--- src/rtl/dmem_arbiter.sv ---
// dmem_arbiter: round-robin arbiter giving the CPU data port (M0) and the UART load/DMA
// engine (M1) shared access to the single-port data memory. An owner may lock the memory
// across transfers, capped at BURST_MAX grants while the other master waits.
// Optional build macro DMEM_ARB_LOCK_TIMEOUT_EN: force-release a lock held with no request
// for TIMEOUT cycles and pulse lock_err. Without it the lock is honoured indefinitely.
module dmem_arbiter #(
    parameter int unsigned AW        = 32,
    parameter int unsigned DW        = 32,
    parameter int unsigned BURST_MAX = 8,
    parameter int unsigned TIMEOUT   = 16
) (
    input  logic          clk,
    input  logic          reset,
    input  logic          m0_req,
    input  logic          m0_lock,
    input  logic          m0_rd,
    input  logic          m0_wr,
    input  logic [AW-1:0] m0_addr,
    input  logic [DW-1:0] m0_wdata,
    output logic          m0_gnt,
    output logic          m0_rvalid,
    output logic [DW-1:0] m0_rdata,
    input  logic          m1_req,
    input  logic          m1_lock,
    input  logic          m1_rd,
    input  logic          m1_wr,
    input  logic [AW-1:0] m1_addr,
    input  logic [DW-1:0] m1_wdata,
    output logic          m1_gnt,
    output logic          m1_rvalid,
    output logic [DW-1:0] m1_rdata,
    output logic          mem_rd,
    output logic          mem_wr,
    output logic [AW-1:0] mem_addr,
    output logic [DW-1:0] mem_wdata,
    input  logic [DW-1:0] mem_rdata,
    output logic [1:0]    owner,
    output logic          lock_err
);

    localparam int unsigned BcW = $clog2(BURST_MAX) + 1;
    localparam logic [BcW-1:0] BurstLast = BcW'(BURST_MAX - 1);

    // Encoding doubles as the owner output.
    typedef enum logic [1:0] {
        StIdle = 2'b00,
        StOwn0 = 2'b01,
        StOwn1 = 2'b10
    } state_e;

    if (BURST_MAX < 1 || TIMEOUT < 1) begin : g_param_check
        $error("dmem_arbiter: BURST_MAX and TIMEOUT must be at least 1");
    end

    state_e         state_q;
    logic           rr_last_q;    // index of the master that most recently took ownership
    logic [BcW-1:0] burst_cnt_q;
    logic           m0_rvalid_q;
    logic           m1_rvalid_q;

    logic   gnt0;
    logic   gnt1;
    logic   elig0;                // request not barred by a forced lock release
    logic   elig1;
    logic   own_is1;
    logic   own_req;
    logic   own_lock;
    logic   own_gnt;
    logic   oth_req;
    state_e st_oth;
    logic   force_rel;

    assign gnt0 = (state_q == StOwn0) & m0_req;
    assign gnt1 = (state_q == StOwn1) & m1_req;

`ifdef DMEM_ARB_LOCK_TIMEOUT_EN
    localparam int unsigned ToW = $clog2(TIMEOUT + 1);

    logic [ToW-1:0] idle_lock_cnt_q;
    logic           blk0_q;
    logic           blk1_q;
    logic           lock_err_q;
    logic           idle_lock;

    assign idle_lock = (state_q != StIdle) & own_lock & ~own_req;
    assign force_rel = idle_lock & (idle_lock_cnt_q == ToW'(TIMEOUT - 1));
    assign elig0     = m0_req & ~blk0_q;
    assign elig1     = m1_req & ~blk1_q;
    assign lock_err  = lock_err_q;

    // Idle-lock watchdog; a released owner stays barred until it drops its lock.
    always_ff @(posedge clk) begin
        if (reset) begin
            idle_lock_cnt_q <= '0;
            blk0_q          <= 1'b0;
            blk1_q          <= 1'b0;
            lock_err_q      <= 1'b0;
        end else begin
            lock_err_q <= force_rel;
            if (force_rel || !idle_lock) begin
                idle_lock_cnt_q <= '0;
            end else begin
                idle_lock_cnt_q <= idle_lock_cnt_q + 1'b1;
            end
            blk0_q <= (force_rel & ~own_is1) | (blk0_q & m0_lock);
            blk1_q <= (force_rel & own_is1) | (blk1_q & m1_lock);
        end
    end
`else
    assign force_rel = 1'b0;
    assign elig0     = m0_req;
    assign elig1     = m1_req;
    assign lock_err  = 1'b0;
`endif

    // Current owner's view and the competing master, used by the owned-state transitions.
    always_comb begin
        own_is1  = (state_q == StOwn1);
        own_req  = own_is1 ? m1_req  : m0_req;
        own_lock = own_is1 ? m1_lock : m0_lock;
        own_gnt  = gnt0 | gnt1;
        oth_req  = own_is1 ? elig0   : elig1;
        st_oth   = own_is1 ? StOwn0  : StOwn1;
    end

    // Memory port follows the granted master; quiet and zeroed otherwise. Write beats read.
    always_comb begin
        mem_rd    = 1'b0;
        mem_wr    = 1'b0;
        mem_addr  = '0;
        mem_wdata = '0;
        if (gnt0) begin
            mem_rd    = m0_rd & ~m0_wr;
            mem_wr    = m0_wr;
            mem_addr  = m0_addr;
            mem_wdata = m0_wdata;
        end else if (gnt1) begin
            mem_rd    = m1_rd & ~m1_wr;
            mem_wr    = m1_wr;
            mem_addr  = m1_addr;
            mem_wdata = m1_wdata;
        end
    end

    // Ownership FSM with round-robin, lock/burst cap and read-return tagging.
    always_ff @(posedge clk) begin
        if (reset) begin
            state_q     <= StIdle;
            rr_last_q   <= 1'b1;
            burst_cnt_q <= '0;
            m0_rvalid_q <= 1'b0;
            m1_rvalid_q <= 1'b0;
        end else begin
            // Tag follows the issuing master, independent of later ownership changes.
            m0_rvalid_q <= gnt0 & m0_rd & ~m0_wr;
            m1_rvalid_q <= gnt1 & m1_rd & ~m1_wr;
            case (state_q)
                StIdle: begin
                    burst_cnt_q <= '0;
                    if (elig0 && elig1) begin
                        state_q   <= rr_last_q ? StOwn0 : StOwn1;
                        rr_last_q <= ~rr_last_q;
                    end else if (elig0) begin
                        state_q   <= StOwn0;
                        rr_last_q <= 1'b0;
                    end else if (elig1) begin
                        state_q   <= StOwn1;
                        rr_last_q <= 1'b1;
                    end
                end
                StOwn0, StOwn1: begin
                    if (force_rel) begin
                        state_q     <= StIdle;
                        burst_cnt_q <= '0;
                    end else if (own_lock && oth_req && own_gnt && burst_cnt_q == BurstLast) begin
                        state_q     <= st_oth;
                        rr_last_q   <= ~own_is1;
                        burst_cnt_q <= '0;
                    end else if (own_lock) begin
                        // Saturate so a waiting master is still let in at the cap.
                        if (own_gnt && burst_cnt_q != BurstLast) begin
                            burst_cnt_q <= burst_cnt_q + 1'b1;
                        end
                    end else if (oth_req) begin
                        state_q     <= st_oth;
                        rr_last_q   <= ~own_is1;
                        burst_cnt_q <= '0;
                    end else if (own_req) begin
                        burst_cnt_q <= '0;
                    end else begin
                        state_q     <= StIdle;
                        burst_cnt_q <= '0;
                    end
                end
                default: begin
                    state_q     <= StIdle;
                    burst_cnt_q <= '0;
                end
            endcase
        end
    end

    assign m0_gnt    = gnt0;
    assign m1_gnt    = gnt1;
    assign m0_rvalid = m0_rvalid_q;
    assign m1_rvalid = m1_rvalid_q;
    assign m0_rdata  = mem_rdata;
    assign m1_rdata  = mem_rdata;
    assign owner     = state_q;

endmodule

--- config.mk ---
export PLATFORM = sky130hd
export DESIGN_NAME = dmem_arbiter
export DESIGN_NICKNAME = d
export VERILOG_FILES = /design/src/rtl/dmem_arbiter.sv
export SDC_FILE = /design/constraint.sdc
export NUM_CORES = 1
export LEC_CHECK = 0
export CAP_MARGIN = 20
export CORE_AREA = 2 2 118 120
export CTS_CLUSTER_DIAMETER = 30
export DETAILED_ROUTE_END_ITERATION = 8
export DIE_AREA = 0 0 120 122
export PLACE_DENSITY = 0.53
export SLEW_MARGIN = 20
export SYNTH_ARGS = -nofsm -noshare
export SYNTH_HDL_FRONTEND = slang
export SYNTH_SLANG_ARGS = --single-unit
--- constraint.sdc ---
create_clock -name clk -period 2.7 [get_ports clk]
set_input_delay 0.675 -clock clk [delete_from_list [all_inputs] [get_ports clk]]
set_output_delay 0.675 -clock clk [all_outputs]
set_load 0.005 [all_outputs]
==> run metrics <==
standard-cell row count between 40 and 50; Async SR Flop Fraction 0%; Die ar. 0.0146 sq mm; Synthesized Nets 392; final net count 554; diode count 0; Worst-path clk slew 40 ps; Overflow after GRT 0; largest net degree at the start of global routing 35; I/O pin total about 310; Worst Path Max Fanout 12; worst skew pair latency approximately 230 ps; H-tree depth 1; first-pass GRT wire length approximately 14 mm; CTS tree yes; R2R depth 6; Yosys reg bits 9; vias per cell 4.10; Final Core Density between 20% and 30%; Total GRT Usage 12.9%; clk sinks 9; achievable clock frequency 0.374 GHz; # DRC 0; post-synth top area share 31.4%; crit path capture type output port; total power 0.00196 W; Routed WL 10.5 mm; Worst VDD drop 0.280 mV; DR vias around 2300; drt first pass iters 4; critical path type input port to output port; min Tclk post-route 2680 ps; Synth Instances 216; most frequent cells after synthesis buf_4 (71), a22o_1 (65), dfxtp_1 (9); outcome finished, final reports clean; worst hold path stage count 2; period utilization between 90% and 100%; Netlist Area Pre-Place between 0.0015 and 0.002 sq mm; port bufs 209; Worst Setup Slack, final 24.3 ps; wire length per cell roughly 19 microns; dpl ws -542 ps; max-cap violation count 0; total CTS buffers 3; Critical Path AT 2000 ps; Fin. Hold Viols 0; first-iteration detailed-routing DRC count 67; startpoint types input port; number of flops mapped to enable cells by yosys 0; Ys Warns 0; Data required, critical path 2030 ps; CTS Root Cell clkbuf_16; die span in y about 120 microns; Pwr Density 491 mW/mm^2; RSZ-0062 raised after global routing yes; hold-fix buffers at CTS 0; Syn-to-layout area delta 121%; CTS Buffer Depth 2; Worst Clk Skew approximately 3.2 ps; Max Slew Vio Count 0; post-route ant nets 0; Synth Flop Type dfxtp_1; Netlist cell types 38; vias in the first global route 2340; DP HPWL 7.72 mm; starting density of the core 13.4%; antenna violations before repair 0; Area after DPL 0.00364 sq mm; setup TNS 0 ps; Pleak between 1.5 and 2 nW; placer's final routability congestion estimate 0.732; area leader, netlist a22o_1; most common cell in the synthesized netlist buf_4; # setup viols final 0; Die Wd 120 microns; number of fill cells between 1000 and 1500; layout cell share with drive strength beyond 1 between 20% and 30%; sequential area share after synthesis under 10%; synth top area cells a22o_1 (31%), buf_4 (29%), dfxtp_1 (9.9%), ha_1 (4.1%), mux2i_1 (3.3%); Core Footprint 0.0135 sq mm; final instance area about 0.0040 sq mm; Hold Crit Class flip-flop to flip-flop; Mean Syn Cell Area ~8.4 sq um
[what timing repair did]
action / 4_1_cts / 5_1_grt
endpoints found under the setup margin: 67 / 29
resized for setup: 229 / 9
hold endpoints to repair: 0 / 0
setup buffers: 14 / 2
pin swaps: 5 / 1
cloned: 7 / 0
[routing by layer]
metal,vias to the layer above,track usage (%),part of all wire [%]
met3,4,3.60,9.4
li1,1063,-,-
met1,1054,15.9,40
met2,164,23.2,51
met5,-,0,0
met4,0,0.882,0.36
[logic make-up (layout without fill, tap and decap cells)]
family | after synthesis | count (layout) | share of synthesized area, %
AOI/OAI and AO/OA | 76 | 76 | 37.3
DFF | 9 | 9 | 9.94
and+or+nand+nor | 30 | 30 | 10.2
muxes | 7 | 7 | 4.14
xor gates and xnor gates | 2 | 2 | 0.967
buffers and inverters | 85 | 246 | 33.1
other | 1 | 1 | 0.207
adders and majority gates | 6 | 6 | 4.14
[placed cells by master (no fill, tap or decap), types with 2 or more instances in the layout]
cell	netlist	layout
a21oi_1	3	3
nand3b_1	3	3
dlygate4sd2_1	0	13
clkbuf_16	0	3
ha_4	0	2
dfxtp_1	9	7
buf_2	6	39
clkdlybuf4s50_1	0	141
ha_1	6	4
dlymetal6s2s_1	0	3
mux2i_1	6	6
clkdlybuf4s15_1	0	9
buf_4	71	12
buf_12	0	7
nor3_1	2	2
buf_16	0	5
nor2_1	6	6
a22o_1	65	57
clkbuf_2	0	4
inv_1	3	2
buf_8	0	3
bufbuf_16	0	2
and2_4	0	2
nand3_1	4	4
a211o_1	2	2
nand2b_1	3	3
a22o_4	0	8
[critical path, cell delays in order]
cell and delay [ps]:
clkdlybuf4s15_1 180, and2_4 170, nor2b_4 60, buf_12 120, buf_8 120, buf_6 110
buf_12 110, buf_16 140, a22o_1 180, buf_2 130
[layout make-up]
| cell class | instances | area, sq um | area share [%] |
|---|---|---|---|
| Timing Repair Buffer | 239 | 2360 | 59.0 |
| Sequential cell | 9 | 185 | 4.64 |
| Inverter | 3 | 11.3 | 0.282 |
| Clock buffer | 4 | 78.8 | 1.97 |
| Tap cell | 180 | 225 | 5.64 |
| Multi-Input combinational cell | 122 | 1140 | 28.5 |
[stage by stage]
stage / hold WS, ps / instances
final: 510 / 557
after global routing: 558 / 557
after CTS: 514 / 556
after detailed placement: 507 / 532
after global placement: 490 / 532
after floorplan: 472 / 216
[power breakdown]
group / leakage [nW] / internal, W / switching (W)
sequential: 0.0741 / 0.000156 / 0.0000151
combinational: 1.68 / 0.000916 / 0.000616
clock: 0.0382 / 0.000197 / 0.0000623
total: 1.79 / 0.00127 / 0.000694
[worst paths after layout]
kind	from	slack (ps)	end
setup reg to reg	owner[1]	830	burst_cnt_q[2]
hold / removal	rr_last_q	510	rr_last_q
hold reg to reg	rr_last_q	510	rr_last_q
setup / recovery	m0_req	20	mem_addr[28]
[flip-flops by register name (all words and copies together), names as in the netlist]
signal       cells
burst_cnt_q      4
owner            2
m0_rvalid        1
m1_rvalid        1
rr_last_q        1
Note: power is estimated with default switching activity, not from simulation.
==> RTL change 1: new RTL, same flow settings <==
The parameter `BURST_MAX` goes from 8 to 16.
--- a/src/rtl/dmem_arbiter.sv
+++ b/src/rtl/dmem_arbiter.sv
@@ -8,3 +8,3 @@
     parameter int unsigned DW        = 32,
-    parameter int unsigned BURST_MAX = 8,
+    parameter int unsigned BURST_MAX = 16,
     parameter int unsigned TIMEOUT   = 16
Function: changed (Yosys sat finds a counterexample within 10 cycles, from zero or initial values and one cycle with reset high).
==> RTL change 1 against the original RTL <==
Sequential cell count is 1 higher; routed wire length is 17% lower; register-to-register slack worse by 310 ps; synthesized area is 0.21% lower; synthesized cell count is 3.2% higher; global-route usage is 2.5 points lower; final area is 0.13% higher; largest cell class unchanged; power is 7.2% higher; worst setup slack better by 20 ps.
==> RTL change 1: results (changes against the original RTL) <==
place:
  numPortBuffers: 209  # unchanged
  dp_hpwl_mm: 6.64  # was 7.72 mm
  globalplace.congestion: 0.749  # was 0.732
  dp_slack_ps: -440  # was -542 ps
  postPlaceCellArea_mm2: 0.00374  # was 0.00364 mm^2
  numPlacedInstances: 547  # was 532
logic_synthesis:
  synth_xor_area_share_pct: 1.45  # was 0.967%
  synthAdderAreaFrac_pct: 4.84  # was 4.14%
  synth.avg_cell_area_um2: 8.11  # was 8.39 um^2
  synth_area_leaders: "a22o_1 (31%), buf_4 (27%), dfxtp_1 (11%)"  # was a22o_1 (31%), buf_4 (29%), dfxtp_1 (9.9%)
  syn-num-nets: 400  # was 392
  synth_compound_area_share_pct: 38.2  # was 37.3%
  synth_flop_cell: "dfxtp_1"  # unchanged
  seq_area_frac_synth_pct: 11.1  # was 9.94%
  yosysTopAreaCell: "a22o_1"  # unchanged
  synthTopCellsByCount: "a22o_1 (65), buf_4 (65), nor2_1 (11)"  # was buf_4 (71), a22o_1 (65), dfxtp_1 (9)
  ys_types: 37  # was 38
  synthMuxAreaShare_pct: 2.49  # was 4.14%
  async_flop_share_pct: 0  # unchanged
global_routing:
  grt_max_degree: 40  # was 35
  antenna_found_initial: 0  # unchanged
  grt_pass1_wl_mm: 12.0  # was 14.3 mm
  grt.total_usage_pct: 10.4  # was 12.9%
run_status:
  status: "finished, final reports clean"  # unchanged
power:
  p_leak_nw: 1.78  # was 1.79 nW
  ir_worst_vdd_mv: 0.190  # was 0.280 mV
cts:
  cts_buffers: 3  # unchanged
  worstSkewPairLatency_ps: 240
cells_and_area:
  fillCellCount: 1480  # was 1423
  diodes: 0  # unchanged
  drive_gt1_share_pct: 15.7  # was 26.5%
  largest_reg_flops: 5  # was 4
  fin_nets: 566  # was 554
route:
  vias_per_cell: 4.01  # was 4.10
  drt_pre_antenna_iters: 4  # unchanged
  vias: 2276  # was 2285
  wirelength_mm: 8.70  # was 10.5 mm
  drt_iter0_drc: 38  # was 67
critical_path:
  slowest_delay_ps: 260  # was 180 ps
  cp_slowest_cell: "dlygate4sd2_1"  # was clkdlybuf4s15_1
  crit_fanout: 7  # was 12
  cp.arrival_ps: 1980  # was 2000 ps
sta:
  fin_worst_skew_ps: 1.46  # was 3.22 ps
## RTL change 1: path summary, 6_finish.rpt
check,startpoint,end,slack (ps),depth (start not counted)
hold / removal,owner[0],owner[0],500,2
setup / recovery,m0_req,mem_addr[20],40,7
setup reg to reg,owner[1],owner[0],520,7
hold reg to reg,owner[0],owner[0],500,2
## RTL change 1: area by class of cell
cell class	count	area [um^2]	share of cell area [%]
timing repair buffer	242	2410	60.3
multi-input combinational	127	1050	26.3
inverter	5	18.8	0.469
clock buffer	4	88.8	2.22
tap	180	225	5.63
sequential	10	201	5.04
## RTL change 1: critical path, delay by kind of cell
family                 cells  cell delay [ps]
AOI/OAI and AO/OA          1              250
buffers and inverters      5              870
and+or+nand+nor            1              180
## RTL change 1: cell families (layout without fill, tap and decap cells)
| group | after synthesis | after routing |
|---|---|---|
| buffers and inverters | 86 | 251 |
| AO/OA/AOI/OAI | 80 | 80 |
| AND/OR/NAND/NOR | 32 | 32 |
| flip-flops | 10 | 10 |
| adder cells (fa/ha/maj) | 7 | 7 |
| multiplexers | 4 | 4 |
| XOR/XNOR | 3 | 3 |
| other | 1 | 1 |
## RTL change 1: routing by layer
| layer | vias to the layer above | GRT usage (%) | wire length (um) |
|---|---|---|---|
| li1 | 1087 | - | - |
| met1 | 1048 | 11.2 | 3190 |
| met2 | 119 | 18.8 | 4560 |
| met3 | 22 | 3.70 | 804 |
| met4 | 0 | 3.16 | 142 |
| met5 | - | 0 | 0 |
## RTL change 1: where the power goes
group	total (mW)	internal, mW	leakage, nW	switching, mW
logic	1.62	0.972	1.66	0.646
registers	0.188	0.171	0.0816	0.0170
clock network	0.297	0.223	0.0442	0.0737
## RTL change 1: timing repair
action,in CTS,in global routing
resized for setup,92,25
setup endpoints to repair,68,33
pin swaps,3,3
setup buffers,11,3
gates cloned,3,1
==> RTL change 2: new RTL, config.mk and constraints unchanged <==
Without the edit above. Compare `burst_cnt_q` against `BurstLast` with >= in place of ==.
--- a/src/rtl/dmem_arbiter.sv
+++ b/src/rtl/dmem_arbiter.sv
@@ -174,3 +174,3 @@
                         burst_cnt_q <= '0;
-                    end else if (own_lock && oth_req && own_gnt && burst_cnt_q == BurstLast) begin
+                    end else if (own_lock && oth_req && own_gnt && burst_cnt_q >= BurstLast) begin
                         state_q     <= st_oth;
Check against the original RTL: no difference found for any inputs over 10 cycles, from zero or initial values and one cycle with reset high; that may be too few to reach the edited logic, so the function may still have changed.
==> RTL change 2 against the original RTL <==
The run now ends with setup timing left; worst setup slack got worse by 94 ps; worst hold slack better by 8.6 ps; sequential cell count stayed put; critical path depth shrank 4; synthesized area shrank 3.5%; power increased by 4.5%; first-iteration DRC count grew 16%; count of clock-buffer cells in the layout is the same; final area is 2.2% lower; routed wire length decreased by 7.7%; cell count rose by 2.0%; critical path type unchanged.
==> RTL change 2: results (changes against the original RTL) <==
place:
  dp_hpwl_mm: 7.90  # was 7.72 mm
  numPlacedInstances: 550  # was 532
  globalplace.congestion: 0.729  # was 0.732
run_status:
  status: "finished with violations"  # was finished, final reports clean
  violations: "setup timing"
logic_synthesis:
  synth.avg_cell_area_um2: 7.95  # was 8.39 um^2
  ys_types: 32  # was 38
  synth_area_leaders: "a22o_1 (33%), buf_4 (28%), dfxtp_1 (10%)"  # was a22o_1 (31%), buf_4 (29%), dfxtp_1 (9.9%)
  seq_area_frac_synth_pct: 10.3  # was 9.94%
  synthTopCellsByCount: "a22o_1 (65), buf_4 (65), nor2_1 (10)"  # was buf_4 (71), a22o_1 (65), dfxtp_1 (9)
  syn-num-nets: 396  # was 392
critical_path:
  crit_fanout: 14  # was 12
  cp.arrival_ps: 2090  # was 2000 ps
  reg2reg_depth: 8  # was 6
  cp_slowest_cell: "clkdlybuf4s50_1"  # was clkdlybuf4s15_1
  r2r-start: "owner[0]"  # was owner[1]
  slowest_delay_ps: 490  # was 180 ps
sta:
  tns_ps: -76.8  # was 0 ps
  fin_worst_skew_ps: 4.88  # was 3.22 ps
  finalSetupViolations: 2  # was 0
  setup_slack_ps: -69.5  # was 24.3 ps
cells_and_area:
  fillCellCount: 1467  # was 1423
  drive_gt1_share_pct: 14.7  # was 26.5%
  finalNonFillerCells: 568  # was 557
global_routing:
  grt.total_usage_pct: 11.7  # was 12.9%
  grt_max_degree: 34  # was 35
  grt_pass1_vias: 2399  # was 2340
  grt_pass1_wl_mm: 12.7  # was 14.3 mm
route:
  drt_pre_antenna_iters: 4  # unchanged
  drt_iter0_drc: 78  # was 67
  wirelength_mm: 9.73  # was 10.5 mm
  vias: 2313  # was 2285
power:
  p_sw_uw: 748  # was 694 uW
  p_leak_nw: 1.94  # was 1.79 nW
  ir_worst_vdd_mv: 0.202  # was 0.280 mV
==> RTL change 2: cell types whose count changed in the layout (fill, tap and decap cells not counted), moves of 6 or more <==
cell             unedited run  this run
a22o_1                     57        64
a22o_4                      8         1
buf_2                      39         4
buf_4                      12        27
clkdlybuf4s15_1             9         3
dlygate4sd2_1              13        46
dlymetal6s2s_1              3        12
o21ai_0                     0         8
==> RTL change 2: per-stage QoR <==
stage                     instance area (um^2)  setup slack, ps  power [mW]
after floorplan                           1750              323       0.905
after detailed placement                  3730             -532        1.82
final                                     3910            -69.5        2.05
after global routing                      3910             -122        2.21
after CTS                                 3820             -138        2.05
after global placement                    3730             -523        1.81
==> RTL change 2: worst reg2reg max path, stage by stage (launching register included) <==
cell,delay (ps)
dfxtp_2,360
inv_1,90
ha_1,220
buf_4,160
and4b_2,200
o21ai_0,200
o211ai_2,160
or3_1,390
a21oi_2,110
==> RTL change 2: final cells by class <==
class | instances | area (um^2) | share of cell area, %
clock buffers | 4 | 78.8 | 2.02
inverters | 5 | 18.8 | 0.480
multi-input cells | 126 | 1010 | 25.9
flip-flops and latches | 9 | 181 | 4.64
well taps | 180 | 225 | 5.76
repair buffers | 244 | 2390 | 61.2
==> RTL change 2: cells by family (layout without fill, tap and decap cells) <==
| logic type | after synthesis | after routing | share of synthesized area [%] |
|---|---|---|---|
| muxes | 5 | 5 | 2.93 |
| and+or+nand+nor | 29 | 29 | 9.23 |
| buffers and inverters | 85 | 253 | 32.8 |
| adders and majority gates | 6 | 6 | 4.29 |
| xor gates and xnor gates | 1 | 1 | 0.501 |
| other | 1 | 1 | 0.215 |
| AOI/OAI and AO/OA | 84 | 84 | 39.7 |
| DFF | 9 | 9 | 10.3 |
==> RTL change 2: what timing repair did <==
action	CTS	global route
pin swaps	8	1
cloned	1	2
setup endpoints to repair	68	19
hold buffers	0	0
endpoints found under the hold margin	0	0
gates resized for setup	72	20
buffers inserted	6	7
==> RTL change 2: per-layer routing <==
layer	part of all wire, %	track usage (%)	vias to the layer above
met5	0	0	-
met4	3.4	5.22	0
met3	8.8	3.37	29
met2	55	23.7	146
met1	32	10.5	1047
li1	-	-	1091
==> RTL change 2: final timing paths <==
check | end | slack, ps
hold reg to reg | rr_last_q | 520
setup / recovery | mem_addr[26] | -70
hold / removal | rr_last_q | 520
setup reg to reg | owner[1] | 760
==> RTL change 2: power groups by stage <==
| stage | Combinational (mW) | Clock [mW] | Sequential (mW) |
|---|---|---|---|
| floorplan | 0.728 | 0 | 0.176 |
| global placement | 1.64 | 0 | 0.170 |
| detailed placement | 1.64 | 0 | 0.171 |
| CTS | 1.60 | 0.278 | 0.171 |
| global route | 1.75 | 0.285 | 0.173 |
| finish | 1.61 | 0.269 | 0.170 |
